[config.mk]
export PLATFORM = sky130hd
export DESIGN_NAME = reg_shift_sequencer_flat
export DESIGN_NICKNAME = d
export VERILOG_FILES = /design/src/rtl/arm_shift_pkg.sv /design/src/rtl/reg_shift_sequencer_if.sv /design/src/rtl/shift_step_unit.sv /design/src/rtl/reg_shift_sequencer.sv /design/src/flat_wrapper.sv
export SDC_FILE = /design/constraint.sdc
export NUM_CORES = 1
export LEC_CHECK = 0
export ABC_AREA = 1
export CORE_ASPECT_RATIO = 1.75
export CORE_MARGIN = 3
export CORE_UTILIZATION = 25
export CTS_CLUSTER_DIAMETER = 120
export DETAILED_ROUTE_END_ITERATION = 10
export PLACE_DENSITY_LB_ADDON = 0.25
export SLEW_MARGIN = 20
export SYNTH_ARGS = -nofsm -noshare
export SYNTH_HDL_FRONTEND = slang
export SYNTH_SLANG_ARGS = --single-unit
[constraint.sdc]
create_clock -name clk -period 4.25 [get_ports clk]
set_input_delay 0.425 -clock clk [delete_from_list [all_inputs] [get_ports clk]]
set_output_delay 0.425 -clock clk [all_outputs]
set_load 0.1 [all_outputs]
[src/rtl/arm_shift_pkg.sv]
// ============================================================================
// Module  : arm_shift_pkg
// Shared ARM shift encodings, sequencer states and IR field helpers.
// Revision: 1.0
// ============================================================================
`default_nettype none

package arm_shift_pkg;

  typedef enum logic [1:0] {
    LSL = 2'b00,
    LSR = 2'b01,
    ASR = 2'b10,
    ROR = 2'b11
  } shift_t;

  typedef enum logic [2:0] {
    IDLE  = 3'd0,
    READ  = 3'd1,
    LOAD  = 3'd2,
    SHIFT = 3'd3,
    DONE  = 3'd4
  } state_t;

  localparam int c_ir_op_hi    = 27;
  localparam int c_ir_op_lo    = 25;
  localparam int c_ir_rs_hi    = 11;
  localparam int c_ir_rs_lo    = 8;
  localparam int c_ir_bit7     = 7;
  localparam int c_ir_type_hi  = 6;
  localparam int c_ir_type_lo  = 5;
  localparam int c_ir_regsh    = 4;
  localparam int c_cnt_w       = 6;

  function automatic logic is_reg_shift(input logic [31:0] ir);
    return (ir[c_ir_op_hi:c_ir_op_lo] == 3'b000) && !ir[c_ir_bit7] && ir[c_ir_regsh];
  endfunction

  // Shift distances past the point where the result saturates are clamped.
  function automatic logic [c_cnt_w-1:0] eff_count(input shift_t t, input logic [7:0] a);
    logic [c_cnt_w-1:0] n;
    case (t)
      LSL, LSR: n = (a > 8'd33) ? 6'd33 : a[5:0];
      ASR:      n = (a > 8'd32) ? 6'd32 : a[5:0];
      default:  n = {1'b0, a[4:0]};
    endcase
    return n;
  endfunction

endpackage

`default_nettype wire

[src/rtl/reg_shift_sequencer_if.sv]
// ============================================================================
// Module  : reg_shift_sequencer_if
// Request, register-read and result bus; `illegal` exists with REG_SHIFT_ILLEGAL_EN.
// Revision: 1.0
// ============================================================================
`default_nettype none

interface reg_shift_sequencer_if;
  logic        start;
  logic [31:0] IR;
  logic [31:0] BReg;
  logic        C_in;
  logic [3:0]  rs_addr;
  logic        rs_rd;
  logic [31:0] rs_data;
  logic [31:0] sOperand;
  logic        carry;
  logic        busy;
  logic        done;
`ifdef REG_SHIFT_ILLEGAL_EN
  logic        illegal;

  modport master (
    output start, IR, BReg, C_in, rs_data,
    input  rs_addr, rs_rd, sOperand, carry, busy, done, illegal
  );
  modport slave (
    input  start, IR, BReg, C_in, rs_data,
    output rs_addr, rs_rd, sOperand, carry, busy, done, illegal
  );
`else
  modport master (
    output start, IR, BReg, C_in, rs_data,
    input  rs_addr, rs_rd, sOperand, carry, busy, done
  );
  modport slave (
    input  start, IR, BReg, C_in, rs_data,
    output rs_addr, rs_rd, sOperand, carry, busy, done
  );
`endif
endinterface

`default_nettype wire

[src/rtl/shift_step_unit.sv]
// ============================================================================
// Module  : shift_step_unit
// One combinational ARM shift step of up to STEP bits, carrying the last bit out.
// Revision: 1.0
// ============================================================================
`default_nettype none

module shift_step_unit
  import arm_shift_pkg::*;
(
  input  logic [31:0]        i_value,
  input  logic [c_cnt_w-1:0] i_count,
  input  shift_t             i_type,
  input  logic               i_carry,
  output logic [31:0]        o_value,
  output logic               o_carry
);

  logic [32:0]        w_lsl;
  logic [32:0]        w_lsr;
  logic signed [32:0] w_asr;
  logic [31:0]        w_ror;

  // The incoming carry rides in the 33rd bit so a zero count passes it through.
  always_comb begin
    w_lsl   = {i_carry, i_value} << i_count;
    w_lsr   = {i_value, i_carry} >> i_count;
    w_asr   = $signed({i_value, i_carry}) >>> i_count;
    w_ror   = (i_value >> i_count) | (i_value << (6'd32 - i_count));
    o_value = i_value;
    o_carry = i_carry;
    case (i_type)
      LSL: begin
        o_value = w_lsl[31:0];
        o_carry = w_lsl[32];
      end
      LSR: begin
        o_value = w_lsr[32:1];
        o_carry = w_lsr[0];
      end
      ASR: begin
        o_value = w_asr[32:1];
        o_carry = w_asr[0];
      end
      default: begin
        o_value = w_ror;
        o_carry = (i_count == '0) ? i_carry : w_ror[31];
      end
    endcase
  end

endmodule

`default_nettype wire

[src/rtl/reg_shift_sequencer.sv]
// ============================================================================
// Module  : reg_shift_sequencer
// Multi-cycle register-specified shifter; REG_SHIFT_ILLEGAL_EN adds IR form check.
// Revision: 1.0
// ============================================================================
`default_nettype none

module reg_shift_sequencer
  import arm_shift_pkg::*;
#(
  parameter int STEP = 4
) (
  input  logic                 clk,
  input  logic                 reset,
  reg_shift_sequencer_if.slave bus
);

  localparam logic [c_cnt_w-1:0] c_step = c_cnt_w'(STEP);

  state_t             r_state;
  logic [31:0]        r_val;
  logic               r_wcarry;
  shift_t             r_type;
  logic [c_cnt_w-1:0] r_rem;
  logic [3:0]         r_rs_addr;
  logic               r_rs_rd;
  logic               r_busy;
  logic               r_done;
  logic [31:0]        r_soperand;
  logic               r_carry;

  logic [7:0]         w_a;
  logic [c_cnt_w-1:0] w_n;
  logic               w_ror_wrap;
  logic [c_cnt_w-1:0] w_step;
  logic [31:0]        w_sh_val;
  logic               w_sh_carry;
  logic               w_legal;

  assign w_a        = bus.rs_data[7:0];
  assign w_n        = eff_count(r_type, w_a);
  // ROR by a nonzero multiple of 32 leaves the value but still reports bit 31.
  assign w_ror_wrap = (r_type == ROR) && (w_a != 8'd0) && (w_a[4:0] == 5'd0);
  assign w_step     = (r_rem > c_step) ? c_step : r_rem;

`ifdef REG_SHIFT_ILLEGAL_EN
  logic r_illegal;
  assign w_legal     = is_reg_shift(bus.IR);
  assign bus.illegal = r_illegal;
`else
  assign w_legal = 1'b1;
`endif

  shift_step_unit u_step (
    .i_value (r_val),
    .i_count (w_step),
    .i_type  (r_type),
    .i_carry (r_wcarry),
    .o_value (w_sh_val),
    .o_carry (w_sh_carry)
  );

  always_ff @(posedge clk or posedge reset) begin
    if (reset) begin
      r_state    <= IDLE;
      r_val      <= '0;
      r_wcarry   <= 1'b0;
      r_type     <= LSL;
      r_rem      <= '0;
      r_rs_addr  <= '0;
      r_rs_rd    <= 1'b0;
      r_busy     <= 1'b0;
      r_done     <= 1'b0;
      r_soperand <= '0;
      r_carry    <= 1'b0;
`ifdef REG_SHIFT_ILLEGAL_EN
      r_illegal  <= 1'b0;
`endif
    end else begin
      case (r_state)
        IDLE, DONE: begin
          r_done  <= 1'b0;
          r_state <= IDLE;
          if (bus.start) begin
            r_val     <= bus.BReg;
            r_wcarry  <= bus.C_in;
            r_type    <= shift_t'(bus.IR[c_ir_type_hi:c_ir_type_lo]);
            r_rs_addr <= bus.IR[c_ir_rs_hi:c_ir_rs_lo];
`ifdef REG_SHIFT_ILLEGAL_EN
            r_illegal <= !w_legal;
`endif
            if (w_legal) begin
              r_state <= READ;
              r_rs_rd <= 1'b1;
              r_busy  <= 1'b1;
            end else begin
              r_state    <= DONE;
              r_done     <= 1'b1;
              r_soperand <= bus.BReg;
              r_carry    <= bus.C_in;
            end
          end
        end
        READ: begin
          r_rs_rd <= 1'b0;
          r_state <= LOAD;
        end
        LOAD: begin
          if (w_ror_wrap) begin
            r_wcarry <= r_val[31];
          end
          if (w_n == '0) begin
            r_state    <= DONE;
            r_busy     <= 1'b0;
            r_done     <= 1'b1;
            r_soperand <= r_val;
            r_carry    <= w_ror_wrap ? r_val[31] : r_wcarry;
          end else begin
            r_rem   <= w_n;
            r_state <= SHIFT;
          end
        end
        SHIFT: begin
          r_val    <= w_sh_val;
          r_wcarry <= w_sh_carry;
          r_rem    <= r_rem - w_step;
          if (r_rem == w_step) begin
            r_state    <= DONE;
            r_busy     <= 1'b0;
            r_done     <= 1'b1;
            r_soperand <= w_sh_val;
            r_carry    <= w_sh_carry;
          end
        end
        default: r_state <= IDLE;
      endcase
    end
  end

  assign bus.rs_addr  = r_rs_addr;
  assign bus.rs_rd    = r_rs_rd;
  assign bus.sOperand = r_soperand;
  assign bus.carry    = r_carry;
  assign bus.busy     = r_busy;
  assign bus.done     = r_done;

endmodule

`default_nettype wire

[src/flat_wrapper.sv]
// flat-port wrapper written by rule: the top's interface ports become plain ports
module reg_shift_sequencer_flat import arm_shift_pkg::*;
#(
  parameter int STEP = 4
)
  (clk, reset, bus_start, bus_IR, bus_BReg, bus_C_in, bus_rs_data, bus_rs_addr, bus_rs_rd, bus_sOperand, bus_carry, bus_busy, bus_done);
  reg_shift_sequencer_if bus_i ();
  input  logic clk;
  input  logic reset;
  input wire logic [$bits(bus_i.start)-1:0] bus_start;
  input wire logic [$bits(bus_i.IR)-1:0] bus_IR;
  input wire logic [$bits(bus_i.BReg)-1:0] bus_BReg;
  input wire logic [$bits(bus_i.C_in)-1:0] bus_C_in;
  input wire logic [$bits(bus_i.rs_data)-1:0] bus_rs_data;
  output wire logic [$bits(bus_i.rs_addr)-1:0] bus_rs_addr;
  output wire logic [$bits(bus_i.rs_rd)-1:0] bus_rs_rd;
  output wire logic [$bits(bus_i.sOperand)-1:0] bus_sOperand;
  output wire logic [$bits(bus_i.carry)-1:0] bus_carry;
  output wire logic [$bits(bus_i.busy)-1:0] bus_busy;
  output wire logic [$bits(bus_i.done)-1:0] bus_done;
  assign bus_i.start = bus_start;
  assign bus_i.IR = bus_IR;
  assign bus_i.BReg = bus_BReg;
  assign bus_i.C_in = bus_C_in;
  assign bus_i.rs_data = bus_rs_data;
  assign bus_rs_addr = bus_i.rs_addr;
  assign bus_rs_rd = bus_i.rs_rd;
  assign bus_sOperand = bus_i.sOperand;
  assign bus_carry = bus_i.carry;
  assign bus_busy = bus_i.busy;
  assign bus_done = bus_i.done;
  reg_shift_sequencer #(.STEP(STEP)) u_core (.clk(clk), .reset(reset), .bus(bus_i));
endmodule
# --- Word level (Yosys, flattened, before mapping) ---
# Cells that the tools add are included.
op_classes:
  addsub: 2
  magnitude_cmp: 3
  eq_ne: 12
  shifts: 5
  mux: 32
  n_bitwise: 1
  reduce_logical: 22
ops:
  columns: ["cell", "count"]
  rows:
  - ["$pmux 32 s2", 2]
  - ["$mux 32", 3]
  - ["$pmux 32 s3", 1]
  - ["$shl 33x6->33", 1]
  - ["$shr 33x6->33", 1]
  - ["$sshr 33x6->33", 1]
  - ["$or 32x32->32", 1]
  - ["$shl 32x6->32", 1]
  - ["$shr 32x6->32", 1]
  - ["$mux 6", 4]
  - ["$pmux 6 s2", 2]
  - ["$gt 8x6->1 const B", 2]
  - ["$logic_not 6->1", 2]
  - ["$pmux 1 s3", 4]
  - ["$pmux 3 s4", 1]
  - ["$mux 1", 11]
  - ["$reduce_and 2->1", 5]
  - ["$reduce_bool 8->1", 1]
  - ["$eq 3x2->1 const B", 2]
  - ["$eq 6x6->1", 1]
  - ["$gt 6x3->1 const B", 1]
  - ["$mux 3", 2]
  - ["$reduce_and 3->1", 2]
  - ["$reduce_bool 2->1", 3]
  - ["16 further kinds", 22]
word_totals:
  register_bits: 84
  word_cells: 88

# --- Depth between registers and ports, before layout ---
depth:
  word_depth: 9
  depth_mapped: 24
  depth_no_buf: 22

# --- By module ---
# From an unflattened synthesis, not the netlist that was laid out.
hier_totals:
  hier_cells: 1828
  hier_area_um2: 10154.7
modules_own_cells:
  columns: ["mod", "instances", "cells_per_inst", "area_each_um2", "seq_area_each_um2"]
  rows:
  - ["shift_step_unit", 1, 1261, 5851.9, 0.0]
  - ["reg_shift_sequencer", 1, 567, 4302.9, 2102.0]

# --- Worst setup path after synthesis ---
# No wires, ideal clock.
synth_path:
  path_type: "reg2reg"
  startpoint: "register u_core.r_rem[2]"
  endpoint: "register u_core.r_wcarry"
  arrival_ns: 2.835
  setup_slack_ns: 1.290
  stages_incl_launch_ff: 19
  synth_period_minus_slack_ns: 2.960
  cell_sequence: "dfrtp_1 -> nor2_4 -> nand2_2 -> buf_6 -> nor2_2 -> inv_2 -> clkbuf_1 -> ha_1 -> clkbuf_1 -> buf_1 -> o21ai_0 -> o21ai_0 -> inv_1 -> nand2_1 -> nand3_1 -> nand2_1 -> nand2_1 -> nand2_1 -> a21oi_1"
synth_via:
  elab_chain_len: 8
  word_cells_on_any_way: 13
synth_rtl:
  columns: ["item", "line", "source"]
  rows:
  - ["from (decl)", "reg_shift_sequencer.sv:24", "logic [c_cnt_w-1:0] r_rem;"]
  - ["from (signal assigned)", "reg_shift_sequencer.sv:119", "r_rem <= w_n;"]
  - ["from (signal assigned)", "reg_shift_sequencer.sv:126", "r_rem <= r_rem - w_step;"]
  - ["$gt 6x3->1", "reg_shift_sequencer.sv:44", "assign w_step = (r_rem > c_step) ? c_step : r_rem;"]
  - ["$mux 6 (*)", "reg_shift_sequencer.sv:44", null]
  - ["$sub 6x6->6", "shift_step_unit.sv:29", "w_ror = (i_value >> i_count) | (i_value << (6'd32 - i_count));"]
  - ["$shl 32x6->32", "shift_step_unit.sv:29", null]
  - ["$or 32x32->32", "shift_step_unit.sv:29", null]
  - ["$mux 1", "shift_step_unit.sv:47", "o_carry = (i_count == '0) ? i_carry : w_ror[31];"]
  - ["$pmux 1 s3 (*)", "shift_step_unit.sv:32", "case (i_type)"]
  - ["$pmux 1 s3 (*)", "reg_shift_sequencer.sv:80", "case (r_state)"]
  - ["to (signal assigned)", "reg_shift_sequencer.sv:86", "r_wcarry <= bus.C_in;"]
  - ["to (signal assigned)", "reg_shift_sequencer.sv:110", "r_wcarry <= r_val[31];"]
  - ["to (signal assigned)", "reg_shift_sequencer.sv:125", "r_wcarry <= w_sh_carry;"]
  - ["to (decl)", "reg_shift_sequencer.sv:22", "logic r_wcarry;"]
# Every way passes the cells marked *; elsewhere a longest branch is shown, timed or not.
# A chain may end at the register's enable or synchronous reset.

# --- Worst setup path in the final report ---
layout_path:
  startpoint: "register u_core.r_rem[2]"
  endpoint: "register u_core.r_val[11]"
layout_via:
  elab_chain_len: 7
  word_cells_on_any_way: 11
layout_rtl:
  columns: ["item", "line", "source"]
  rows:
  - ["$gt 6x3->1", "reg_shift_sequencer.sv:44", null]
  - ["$mux 6 (*)", "reg_shift_sequencer.sv:44", null]
  - ["$sub 6x6->6", "shift_step_unit.sv:29", null]
  - ["$shl 32x6->32", "shift_step_unit.sv:29", null]
  - ["$or 32x32->32", "shift_step_unit.sv:29", null]
  - ["$pmux 32 s3 (*)", "shift_step_unit.sv:32", null]
  - ["$pmux 32 s2 (*)", "reg_shift_sequencer.sv:80", null]
  - ["to (signal assigned)", "reg_shift_sequencer.sv:85", "r_val <= bus.BReg;"]
  - ["to (signal assigned)", "reg_shift_sequencer.sv:124", "r_val <= w_sh_val;"]
  - ["to (decl)", "reg_shift_sequencer.sv:21", "logic [31:0] r_val;"]
# Marked as above.

==> impl_metrics.toml <==
[global_routing]
grt_pass1_vias = 8108
antenna_found_initial = 0
track_usage = 0.2032
globalRouteOverflowTotal = 0
grt-busiest-layer = "met2"
grt_first_pass_wirelength_um = 45630
met2_usage = 0.3547
use_met1 = 0.2311
met3_usage = 0.02923
grt_max_degree = 75

[timing]
maxSlewHeadroom = 0.3405
fin_crit_sh = 0.7990
worst_pin_slew_ns = 0.9861
drv_slew = 0
clock-skew-final_ns = 0.008477
fin_crit_ns = 3.396
grt_setup_unrepaired = "no"
finalSetupViolCount = 0
hold_viol_final = 0
finalSetupTns_ns = 0
fmax_mhz = 294.5

[routing]
wl_per_cell_um = 18.98
firstDrtPassIters = 5
drt-total-wl_um = 28970
ant_nets = 0
initialDrtViolationCount = 500
via_per_inst = 5.175
route.detailed.drc = 0
vias = 7897

[layout]
seq_area_um2 = 2102
fillers = 3017
instances_no_fill = 1526
areaGrowthSynthToFinish_pct = 23.03
multiInputGateArea_um2 = 4071
fin_nets = 1260
num_antenna_cells = 0
layout-drive-gt1-share = 0.06368

[yosys]
ys.flop_type = "dfrtp_1"
synth_cells = 1098
synth.avg_cell_area_um2 = 6.214
netlist_top_cells_count = "nand2_1, a21oi_1, o21ai_0"
synth_edf_count = 0
yosysWarnings = 0
yosysTopAreaCell = "dfrtp_1"
synth.most_common_cell = "nand2_1"
syn_nets = 1200
synth_cell_types = 41
synth.cell_area_um2 = 6823
synthArstFlopShare = 1.000
synth_area_leaders = "dfrtp_1, nand2_1, a21oi_1"
ys_ff_latch = 84
synth_seq_area_share = 0.3081
synth_top_area_frac = 0.3081

[floorplanning]
die_w_um = 130.9
core_area_um2 = 26790
die_h_um = 224.5
rows = 79
start_util = 0.2547
die-area_um2 = 29390
io_pins = 140

[worst_setup_path]
path_max_fanout = 14
crit_type = "flop to flop"
cp.arrival_ns = 3.66
crit_slowest_cell = "dfrtp_1"
cp-end-kind = "flop"
reg2regPathDepth = 15
max_stage_delay_ns = 0.46
crit_required_ns = 4.52
critPathLaunchType = "flop"
path_common_cell = "nand2_1"
path_cells = "nor2_4, nand2_2, nor2_2, inv_2, ha_1, clkinv_1, nand3_1, nand2_1, o21ai_0, or2_1, a21oi_1, o21ai_1, nand2_1, nand2_1, nand2_1"

[cts]
clkSinkCount = 84
cts_root_buf = "clkbuf_16"
clock_latency_ns = 0.37
post-cts-setup-buffer-count = 0
cts_buffer_depth = 2
htree_levels = 3
cts_resized = 0
tritoncts = "built"
cts_buffers = 9
cts_hold_buf = 0
path_clk_slew_ns = 0.06

[power_and_ir_drop]
p_clk_frac = 0.108
power_frac_comb = 0.709
p_int_w = 0.003408
p_leak_nw = 3.773
pwr-share-seq = 0.183
ir_worst_vdd_mv = 0.4889
p_sw_w = 0.005199
netSwitchingFraction = 0.6040
power_density_nw_per_um2 = 1025

[flow_run]
cap_violations = 0

[placement]
port_buffers = 89
dp_hpwl_um = 21500
routabilityCongestion = 0.9729
dp.cells = 1511

[hold_path]
hold_class = "primary input to async pin"

[outcome]
outcome = "finished, final reports clean"
==> layer usage <==
layer  share of wire  wire length, µm
met2            0.51            14820
met1            0.39            11270
met5               0                0
met4           0.058             1668
met3           0.042             1212
==> cell families (layout without fill, tap and decap cells) <==
| logic type | count (synthesis) | count (layout) | share of synthesized area |
|---|---|---|---|
| compound gates | 301 | 301 | 0.2551 |
| fa+ha+maj | 2 | 2 | 0.003667 |
| buf+inv | 159 | 223 | 0.09554 |
| flops | 84 | 84 | 0.3081 |
| mux | 1 | 1 | 0.001467 |
| other cells | 1 | 1 | 0.0005496 |
| simple gates | 550 | 550 | 0.3356 |
==> power by group through the flow <==
stage	logic (W)	clock network (W)	registers, W
2_1_floorplan	0.00304	0	0.00284
3_3_place_gp	0.00610	0	0.00158
3_5_place_dp	0.00608	0	0.00159
4_1_cts	0.00610	0.000959	0.00158
5_1_grt	0.00665	0.000976	0.00164
6_report	0.00610	0.000933	0.00157
==> layout make-up <==
class / instances / area share
Clock buffer: 11 / 0.02892
Clock inverter: 4 / 0.01163
Inverter: 96 / 0.04308
Multi-Input combinational cell: 855 / 0.4850
Sequential cell: 84 / 0.2504
Tap cell: 364 / 0.05426
Timing Repair Buffer: 112 / 0.1267
==> registers in the layout, summed over array words and instances (netlist names), 2 cells and up <==
register / flops
u_core.bus.rs_addr: 4
u_core.bus.sOperand: 32
u_core.r_rem: 6
u_core.r_state: 3
u_core.r_type: 2
u_core.r_val: 32
==> cell usage in the layout (no fill, tap or decap), drive strengths merged, types with 2 or more instances in the layout <==
cell type        n
buf             23
nand3           77
a31oi           15
bufinv           3
or2              4
o2111ai         11
nand2          355
nand4           13
inv             91
a21oi           91
clkinv           5
o221ai           3
o22ai            6
nor3             5
o21ai          128
dfrtp           84
o211ai          31
ha               2
clkbuf          11
o21a             4
nor2            95
a22oi            6
a221oi           2
clkdlybuf4s50   89
==> worst paths after layout <==
kind / start / end / slack, ns
setup / recovery: u_core.r_rem[2] / u_core.r_val[11] / 0.85
hold / removal: reset / u_core.r_val[25] / 0.45
setup reg to reg: u_core.r_rem[2] / u_core.r_val[11] / 0.85
hold reg to reg: u_core.bus.done / u_core.bus.done / 0.47
max in group asynchronous: reset / u_core.bus.sOperand[5] / 2.89
min in group clk: u_core.bus.done / u_core.bus.done / 0.47
==> worst max-delay path, delay by kind of cell (launching register included) <==
| kind | cells | cell delay [ns] |
|---|---|---|
| adders and majority gates | 1 | 0.31 |
| DFF | 1 | 0.46 |
| AOI/OAI and AO/OA | 3 | 0.77 |
| and+or+nand+nor | 9 | 1.39 |
| buffers and inverters | 2 | 0.37 |
==> stage by stage <==
step           worst slack (ns)  utilization  instance area (µm²)  hold slack (ns)  total power (W)
2_1_floorplan             1.290            -                 6823           0.4707         0.005884
3_3_place_gp             0.8995       0.3007                 8054           0.4588         0.007677
3_5_place_dp             0.9098       0.3007                 8054           0.4653         0.007668
4_1_cts                  0.8930       0.3134                 8394           0.4770         0.008638
5_1_grt                  0.5879       0.3134                 8394           0.5164         0.009261
6_report                 0.8541       0.3134                 8394           0.4539         0.008606
No activity file was read; power rests on OpenSTA's default activity.
